[src/rtl/operand_stack_pkg.sv]
// Shared definitions for the operand stack: op encoding and default geometry.
package operand_stack_pkg;

    localparam int DEF_WIDTH = 8;
    localparam int DEF_DEPTH = 16;

    typedef enum logic [2:0] {
        OP_NOP   = 3'd0,
        OP_PUSH  = 3'd1,
        OP_POP   = 3'd2,
        OP_BINOP = 3'd3,
        OP_DUP   = 3'd4,
        OP_SWAP  = 3'd5
    } op_e;

endpackage

[src/rtl/operand_stack_if.sv]
// Operation/status bundle between a stack user (master) and the operand stack (slave).
interface operand_stack_if #(
    parameter int WIDTH = 8,
    parameter int DEPTH = 16
);
    localparam int CW = $clog2(DEPTH) + 1;

    logic [2:0]       op;
    logic [WIDTH-1:0] din;
    logic [WIDTH-1:0] tos;
    logic [WIDTH-1:0] nos;
    logic [CW-1:0]    count;
    logic             empty;
    logic             full;
    logic             err;

    modport master (output op, din, input tos, nos, count, empty, full, err);
    modport slave  (input op, din, output tos, nos, count, empty, full, err);

endinterface

[src/rtl/operand_stack_mem.sv]
// DEPTH x WIDTH register file: two write ports (port 1 wins on collision), two async read ports.
module operand_stack_mem #(
    parameter int WIDTH = 8,
    parameter int DEPTH = 16,
    localparam int AW   = $clog2(DEPTH)
) (
    input  logic             clk,
    input  logic             reset,
    input  logic             we0,
    input  logic [AW-1:0]    wa0,
    input  logic [WIDTH-1:0] wd0,
    input  logic             we1,
    input  logic [AW-1:0]    wa1,
    input  logic [WIDTH-1:0] wd1,
    input  logic [AW-1:0]    ra0,
    output logic [WIDTH-1:0] rd0,
    input  logic [AW-1:0]    ra1,
    output logic [WIDTH-1:0] rd1
);

    logic [WIDTH-1:0] mem [DEPTH];

    always_ff @(posedge clk or negedge reset) begin
        if (!reset) begin
            for (int i = 0; i < DEPTH; i++) mem[i] <= '0;
        end else begin
            if (we0) mem[wa0] <= wd0;
            if (we1) mem[wa1] <= wd1;
        end
    end

    assign rd0 = mem[ra0];
    assign rd1 = mem[ra1];

endmodule

[src/rtl/operand_stack.sv]
// Operand stack: pointer/flag control around a two-write-port register file.
// Optional sticky illegal-operation flag enabled by defining OPERAND_STACK_ERR_EN.
module operand_stack
    import operand_stack_pkg::*;
#(
    parameter int WIDTH = DEF_WIDTH,
    parameter int DEPTH = DEF_DEPTH
) (
    input  logic           clk,
    input  logic           reset,
    operand_stack_if.slave bus
);

    localparam int AW = $clog2(DEPTH);
    localparam int CW = AW + 1;

    logic [CW-1:0]    cnt, cnt_nxt;
    logic [AW-1:0]    a_top, a_sec;
    logic [WIDTH-1:0] rd0, rd1, tos_w, nos_w;
    logic             is_empty, is_full, lt2;
    logic             we0, we1;
    logic [AW-1:0]    wa0, wa1;
    logic [WIDTH-1:0] wd0, wd1;

    // Address arithmetic wraps modulo DEPTH, which lands on the right slot even when cnt==DEPTH.
    assign a_top    = cnt[AW-1:0] - AW'(1);
    assign a_sec    = cnt[AW-1:0] - AW'(2);
    assign is_empty = (cnt == '0);
    assign is_full  = (cnt == CW'(DEPTH));
    assign lt2      = (cnt < CW'(2));
    assign tos_w    = is_empty ? '0 : rd0;
    assign nos_w    = lt2 ? '0 : rd1;

    always_comb begin
        cnt_nxt = cnt;
        we0     = 1'b0;
        wa0     = '0;
        wd0     = '0;
        we1     = 1'b0;
        wa1     = '0;
        wd1     = '0;
        case (bus.op)
            OP_PUSH: if (!is_full) begin
                we0 = 1'b1; wa0 = cnt[AW-1:0]; wd0 = bus.din; cnt_nxt = cnt + CW'(1);
            end
            OP_POP: if (!is_empty) cnt_nxt = cnt - CW'(1);
            OP_BINOP: if (!lt2) begin
                we0 = 1'b1; wa0 = a_sec; wd0 = bus.din; cnt_nxt = cnt - CW'(1);
            end
            OP_DUP: if (!is_full && !is_empty) begin
                we0 = 1'b1; wa0 = cnt[AW-1:0]; wd0 = tos_w; cnt_nxt = cnt + CW'(1);
            end
            OP_SWAP: if (!lt2) begin
                we0 = 1'b1; wa0 = a_top; wd0 = nos_w;
                we1 = 1'b1; wa1 = a_sec; wd1 = tos_w;
            end
            default: ;
        endcase
    end

    always_ff @(posedge clk or negedge reset) begin
        if (!reset) cnt <= '0;
        else        cnt <= cnt_nxt;
    end

    operand_stack_mem #(.WIDTH(WIDTH), .DEPTH(DEPTH)) u_mem (
        .clk   (clk),
        .reset (reset),
        .we0   (we0),
        .wa0   (wa0),
        .wd0   (wd0),
        .we1   (we1),
        .wa1   (wa1),
        .wd1   (wd1),
        .ra0   (a_top),
        .rd0   (rd0),
        .ra1   (a_sec),
        .rd1   (rd1)
    );

`ifdef OPERAND_STACK_ERR_EN
    logic illegal, err_q;

    always_comb begin
        illegal = 1'b0;
        case (bus.op)
            OP_PUSH:           illegal = is_full;
            OP_POP:            illegal = is_empty;
            OP_BINOP, OP_SWAP: illegal = lt2;
            OP_DUP:            illegal = is_full || is_empty;
            default:           illegal = 1'b0;
        endcase
    end

    always_ff @(posedge clk or negedge reset) begin
        if (!reset)       err_q <= 1'b0;
        else if (illegal) err_q <= 1'b1;
    end

    assign bus.err = err_q;
`else
    assign bus.err = 1'b0;
`endif

    assign bus.tos   = tos_w;
    assign bus.nos   = nos_w;
    assign bus.count = cnt;
    assign bus.empty = is_empty;
    assign bus.full  = is_full;

endmodule

[src/flat_wrapper.sv]
// flat-port wrapper written by rule: the top's interface ports become plain ports
module operand_stack_flat import operand_stack_pkg::*;
#(
    parameter int WIDTH = DEF_WIDTH,
    parameter int DEPTH = DEF_DEPTH
)
  (clk, reset, bus_op, bus_din, bus_tos, bus_nos, bus_count, bus_empty, bus_full, bus_err);
  operand_stack_if #(.WIDTH(WIDTH), .DEPTH(DEPTH)) bus_i ();
  input  logic clk;
  input  logic reset;
  input wire logic [$bits(bus_i.op)-1:0] bus_op;
  input wire logic [$bits(bus_i.din)-1:0] bus_din;
  output wire logic [$bits(bus_i.tos)-1:0] bus_tos;
  output wire logic [$bits(bus_i.nos)-1:0] bus_nos;
  output wire logic [$bits(bus_i.count)-1:0] bus_count;
  output wire logic [$bits(bus_i.empty)-1:0] bus_empty;
  output wire logic [$bits(bus_i.full)-1:0] bus_full;
  output wire logic [$bits(bus_i.err)-1:0] bus_err;
  assign bus_i.op = bus_op;
  assign bus_i.din = bus_din;
  assign bus_tos = bus_i.tos;
  assign bus_nos = bus_i.nos;
  assign bus_count = bus_i.count;
  assign bus_empty = bus_i.empty;
  assign bus_full = bus_i.full;
  assign bus_err = bus_i.err;
  operand_stack #(.WIDTH(WIDTH), .DEPTH(DEPTH)) u_core (.clk(clk), .reset(reset), .bus(bus_i));
endmodule
[config.mk]
export PLATFORM = sky130hd
export DESIGN_NAME = operand_stack_flat
export DESIGN_NICKNAME = d
export VERILOG_FILES = /design/src/rtl/operand_stack_pkg.sv /design/src/rtl/operand_stack_if.sv /design/src/rtl/operand_stack_mem.sv /design/src/rtl/operand_stack.sv /design/src/flat_wrapper.sv
export SDC_FILE = /design/constraint.sdc
export NUM_CORES = 1
export LEC_CHECK = 0
export BUFFER_PORTS_ARGS = -buffer_cell sky130_fd_sc_hd__buf_2
export CAP_MARGIN = 20
export CORE_AREA = 2 2 185 187
export DETAILED_ROUTE_END_ITERATION = 8
export DIE_AREA = 0 0 187 189
export HOLD_SLACK_MARGIN = 0.06
export PLACE_DENSITY = 0.42
export SKIP_CTS_REPAIR_TIMING = 1
export SLEW_MARGIN = 20
export SYNTH_ARGS = -nofsm -noshare
export SYNTH_HDL_FRONTEND = slang
export SYNTH_SLANG_ARGS = --single-unit
[constraint.sdc]
create_clock -name clk -period 4.26 [get_ports clk]
set_clock_uncertainty 0.2 [all_clocks]
set_input_delay 0.639 -clock clk [delete_from_list [all_inputs] [get_ports clk]]
set_output_delay 0.639 -clock clk [all_outputs]
set_load 0.01 [all_outputs]
==> results by group <==
Power and ir drop
  • Power Dens Cells: between 1000 and 1500 nW/um^2
  • Internal: 5.58 mW
  • Leakage: roughly 4.6 nW
  • Power share of the combinational group: a little over two thirds
  • Max VDD drop: 0.000643 V
  • Psw: approximately 6.5 mW
  • Clock power share: roughly an eighth
  • Register share of total power: a little under a fifth
  • Switch share: a little over half

STA
  • Min cycle time layout: around 4000 ps
  • Fin crit share: about 94%
  • Fin worst setup slack: 242 ps
  • Fmax: roughly 0.25 GHz
  • Final Hold Viols: 0
  • # setup viols final: 0
  • Slew headroom: a little under two fifths
  • RSZ-0062 raised after global routing: false
  • Slew @ Worst Pin: between 900 and 1000 ps
  • Final max-slew violation count: 0
  • Setup TNS: 0 ps

Route
  • Final Routed Wirelength: between 40000 and 50000 um
  • Wirelength per Cell: approximately 27 um
  • Iteration-0 DRC Markers: approximately 1200
  • Vias per inst: between 6 and 7
  • DRC: 0
  • Iteration count of the initial detailed-routing pass: 5
  • Detail Route Antenna Nets: 0
  • Via count: 9894

Placement
  • DP Area: 10900 sq um
  • GPL Wtd Cong: around 0.87
  • # port buffers: 35
  • Number of cells after detailed placement: between 1500 and 2000
  • Post-DP HPWL: around 31000 um
  • Pre-CTS WS: roughly 600 ps

GRT
  • Total GRT Usage: roughly 25%
  • Top Usage Layer GRT: met2
  • Vias in the first global route: 9688
  • Met3 GRT Util: around 4.2%
  • Largest net degree at the start of global routing: 98
  • Initial antenna violation count: 0
  • First-pass GRT wire length: ~65000 um
  • GRT Residual Overflow: 0
  • Met1 usage: roughly a third
  • Met2 GRT Util: 40.1%

Logic synthesis
  • Adder-cell share of the synthesized area: 1.09%
  • Synthesized flop and latch total: around 130
  • Post-synthesis compound-gate area fraction: between 20% and 30%
  • Avg Cell Area, Syn: 8.88 sq um
  • Warnings, synthesis: 0
  • Largest family of logic cells by synthesized area: compound AO/OA/AOI/OAI gates
  • Synth Area in XOR/XNOR: under 10%
  • Cell variety after synth: 61
  • Post-synthesis net count: around 1100
  • Syn Inst Count: about 1100
  • Register area share after synthesis: between 30% and 40%
  • Mux share of post-synthesis cell area: between 10% and 20%
  • Post-synth EDFFs: 0
  • Post-synth ARST share: between 90% and 100%
  • Synth Cell Area: between 9000 and 10000 sq um
  • Post-synth top flop: dfrtp_1
  • Post-Synth Simple-Gate Area: around 22%

Cells and area
  • # diodes: 0
  • Most frequent cells in the layout: o211ai_1, dfrtp_1, nand2_1, mux2i_1, nand3_1
  • Area Overhead vs Synth: 16.8%
  • Layout cells sized above 1: between 10% and 20%
  • Nets: 1174
  • Most common cell after layout, fill and taps aside: o211ai_1
  • Final Instance Area: 11500 sq um
  • Non-filler instance count after layout: between 1500 and 2000

Clock network
  • Clock latency on the worst-skew pair: approximately 440 ps
  • TritonCTS buffer count: 17
  • Sink Count: roughly 130
  • TritonCTS clock tree: yes
  • Clk pin slew, worst setup/hold paths: ~60 ps
  • Htree depth: 4
  • Worst-case clock buffer depth: 2
  • Root buffer cell: clkbuf_16

Critical path
  • Worst-path maximum fanout: 35
  • Nature of the critical path endpoint: output pin
  • Slowest CP cell: ha_4
  • CP arrival: 3180 ps
  • Setup CP Type: reg -> out
  • CP cell instances: inv_1, buf_4, ha_4, buf_4, nor3_1, mux2i_1, nand4_1, mux2i_1, nand2_1, inv_1, buf_2
  • Slowest stage delay, CP: between 600 and 700 ps
  • CP startpoint kind: register
  • Critical path required time: 3420 ps

Die
  • Die width: roughly 190 um
  • Die height: about 190 um
  • DIE AREA: between 30000 and 40000 sq um
  • Cell Rows: 67
  • Core box area: about 33000 sq um
  • I/O pins: 37
  • Initial Util: 29.6%

Worst hold path
  • Min-Delay Path Class: in -> async

Run
  • Max cap viols: 0

Run status
  • Outcome: complete, no violations
==> metrics by stage <==
step           util, %  total power, mW  hold WS [ps]
2_1_floorplan        -             7.13           143
3_3_place_gp      32.9             10.6           329
3_5_place_dp      32.9             10.5           332
4_1_cts           34.6             12.1           130
5_1_grt           34.6             12.7           119
6_report          34.6             12.1          37.1
==> area by class of cell <==
cell class / instances / area [sq um]
fillers: 3476 / 21800
multi-input cells: 867 / 6130
flip-flops and latches: 133 / 3340
repair buffers: 120 / 873
well taps: 448 / 561
clock buffers: 26 / 519
inverters: 14 / 52.6
clock inverters: 4 / 45.0
==> kinds of logic after synthesis <==
| kind of cell | Yosys count |
|---|---|
| other | 1 |
| AOI/OAI and AO/OA | 276 |
| xor gates and xnor gates | 12 |
| muxes | 141 |
| and+or+nand+nor | 429 |
| adders and majority gates | 8 |
| buffers and inverters | 111 |
| DFF | 133 |
==> flip-flops by register name, summed over array words and instances, names as in the netlist <==
signal and count:
u_core.bus.count 5, u_core.u_mem.mem 128
==> critical path, delay by kind of cell, from the launching register on <==
kind          cells  cell delay (ps)
flops             1              400
simple gates      3              470
mux               2              410
fa+ha+maj         1              630
buf+inv           5              820
==> Yosys cell counts, types with 8 or more instances <==
cell	instances	area, sq um
nor3_1	27	135
a221o_1	12	120
o2111ai_1	8	70.1
o211ai_1	160	1200
mux2_2	9	101
o221ai_1	20	175
buf_2	29	145
mux4_2	8	180
inv_1	13	48.8
nor2_1	42	158
mux2i_1	124	1240
nor3b_1	25	188
nand3b_1	14	105
clkbuf_1	54	203
dfrtp_1	133	3330
nand3_1	117	586
nand2_1	125	469
a21oi_1	18	90.1
a22oi_1	21	158
nand4_1	32	200
and2_1	9	56.3
buf_1	11	41.3
==> metal layers <==
layer / wire (um) / share of wire (%) / vias to the layer above
met3: 2560 / 5.8 / 68
li1: - / - / 4371
met4: 1170 / 2.7 / 0
met2: 20300 / 46 / 440
met5: 0 / 0 / -
met1: 20000 / 45 / 5015
==> power groups by stage <==
| stage | Sequential (mW) | Clock (mW) | Combinational (mW) |
|---|---|---|---|
| 2_1_floorplan | 2.06 | 0 | 5.07 |
| 3_3_place_gp | 2.24 | 0 | 8.33 |
| 3_5_place_dp | 2.24 | 0 | 8.30 |
| 4_1_cts | 2.22 | 1.50 | 8.33 |
| 5_1_grt | 2.28 | 1.55 | 8.90 |
| 6_report | 2.23 | 1.48 | 8.41 |
==> final timing paths <==
kind,startpoint,endpoint,slack [ps],cells after the start
max in group asynchronous,reset,u_core.u_mem.mem[74],2970,2
worst min register to register,u_core.u_mem.mem[20],u_core.u_mem.mem[20],350,2
worst max-delay path,u_core.bus.count[1],bus_tos[4],240,11
worst min-delay path,reset,u_core.bus.count[3],40,1
min in group clk,u_core.u_mem.mem[20],u_core.u_mem.mem[20],350,2
worst max register to register,u_core.bus.count[1],u_core.u_mem.mem[93],510,11
(Power assumes the default switching activity.)
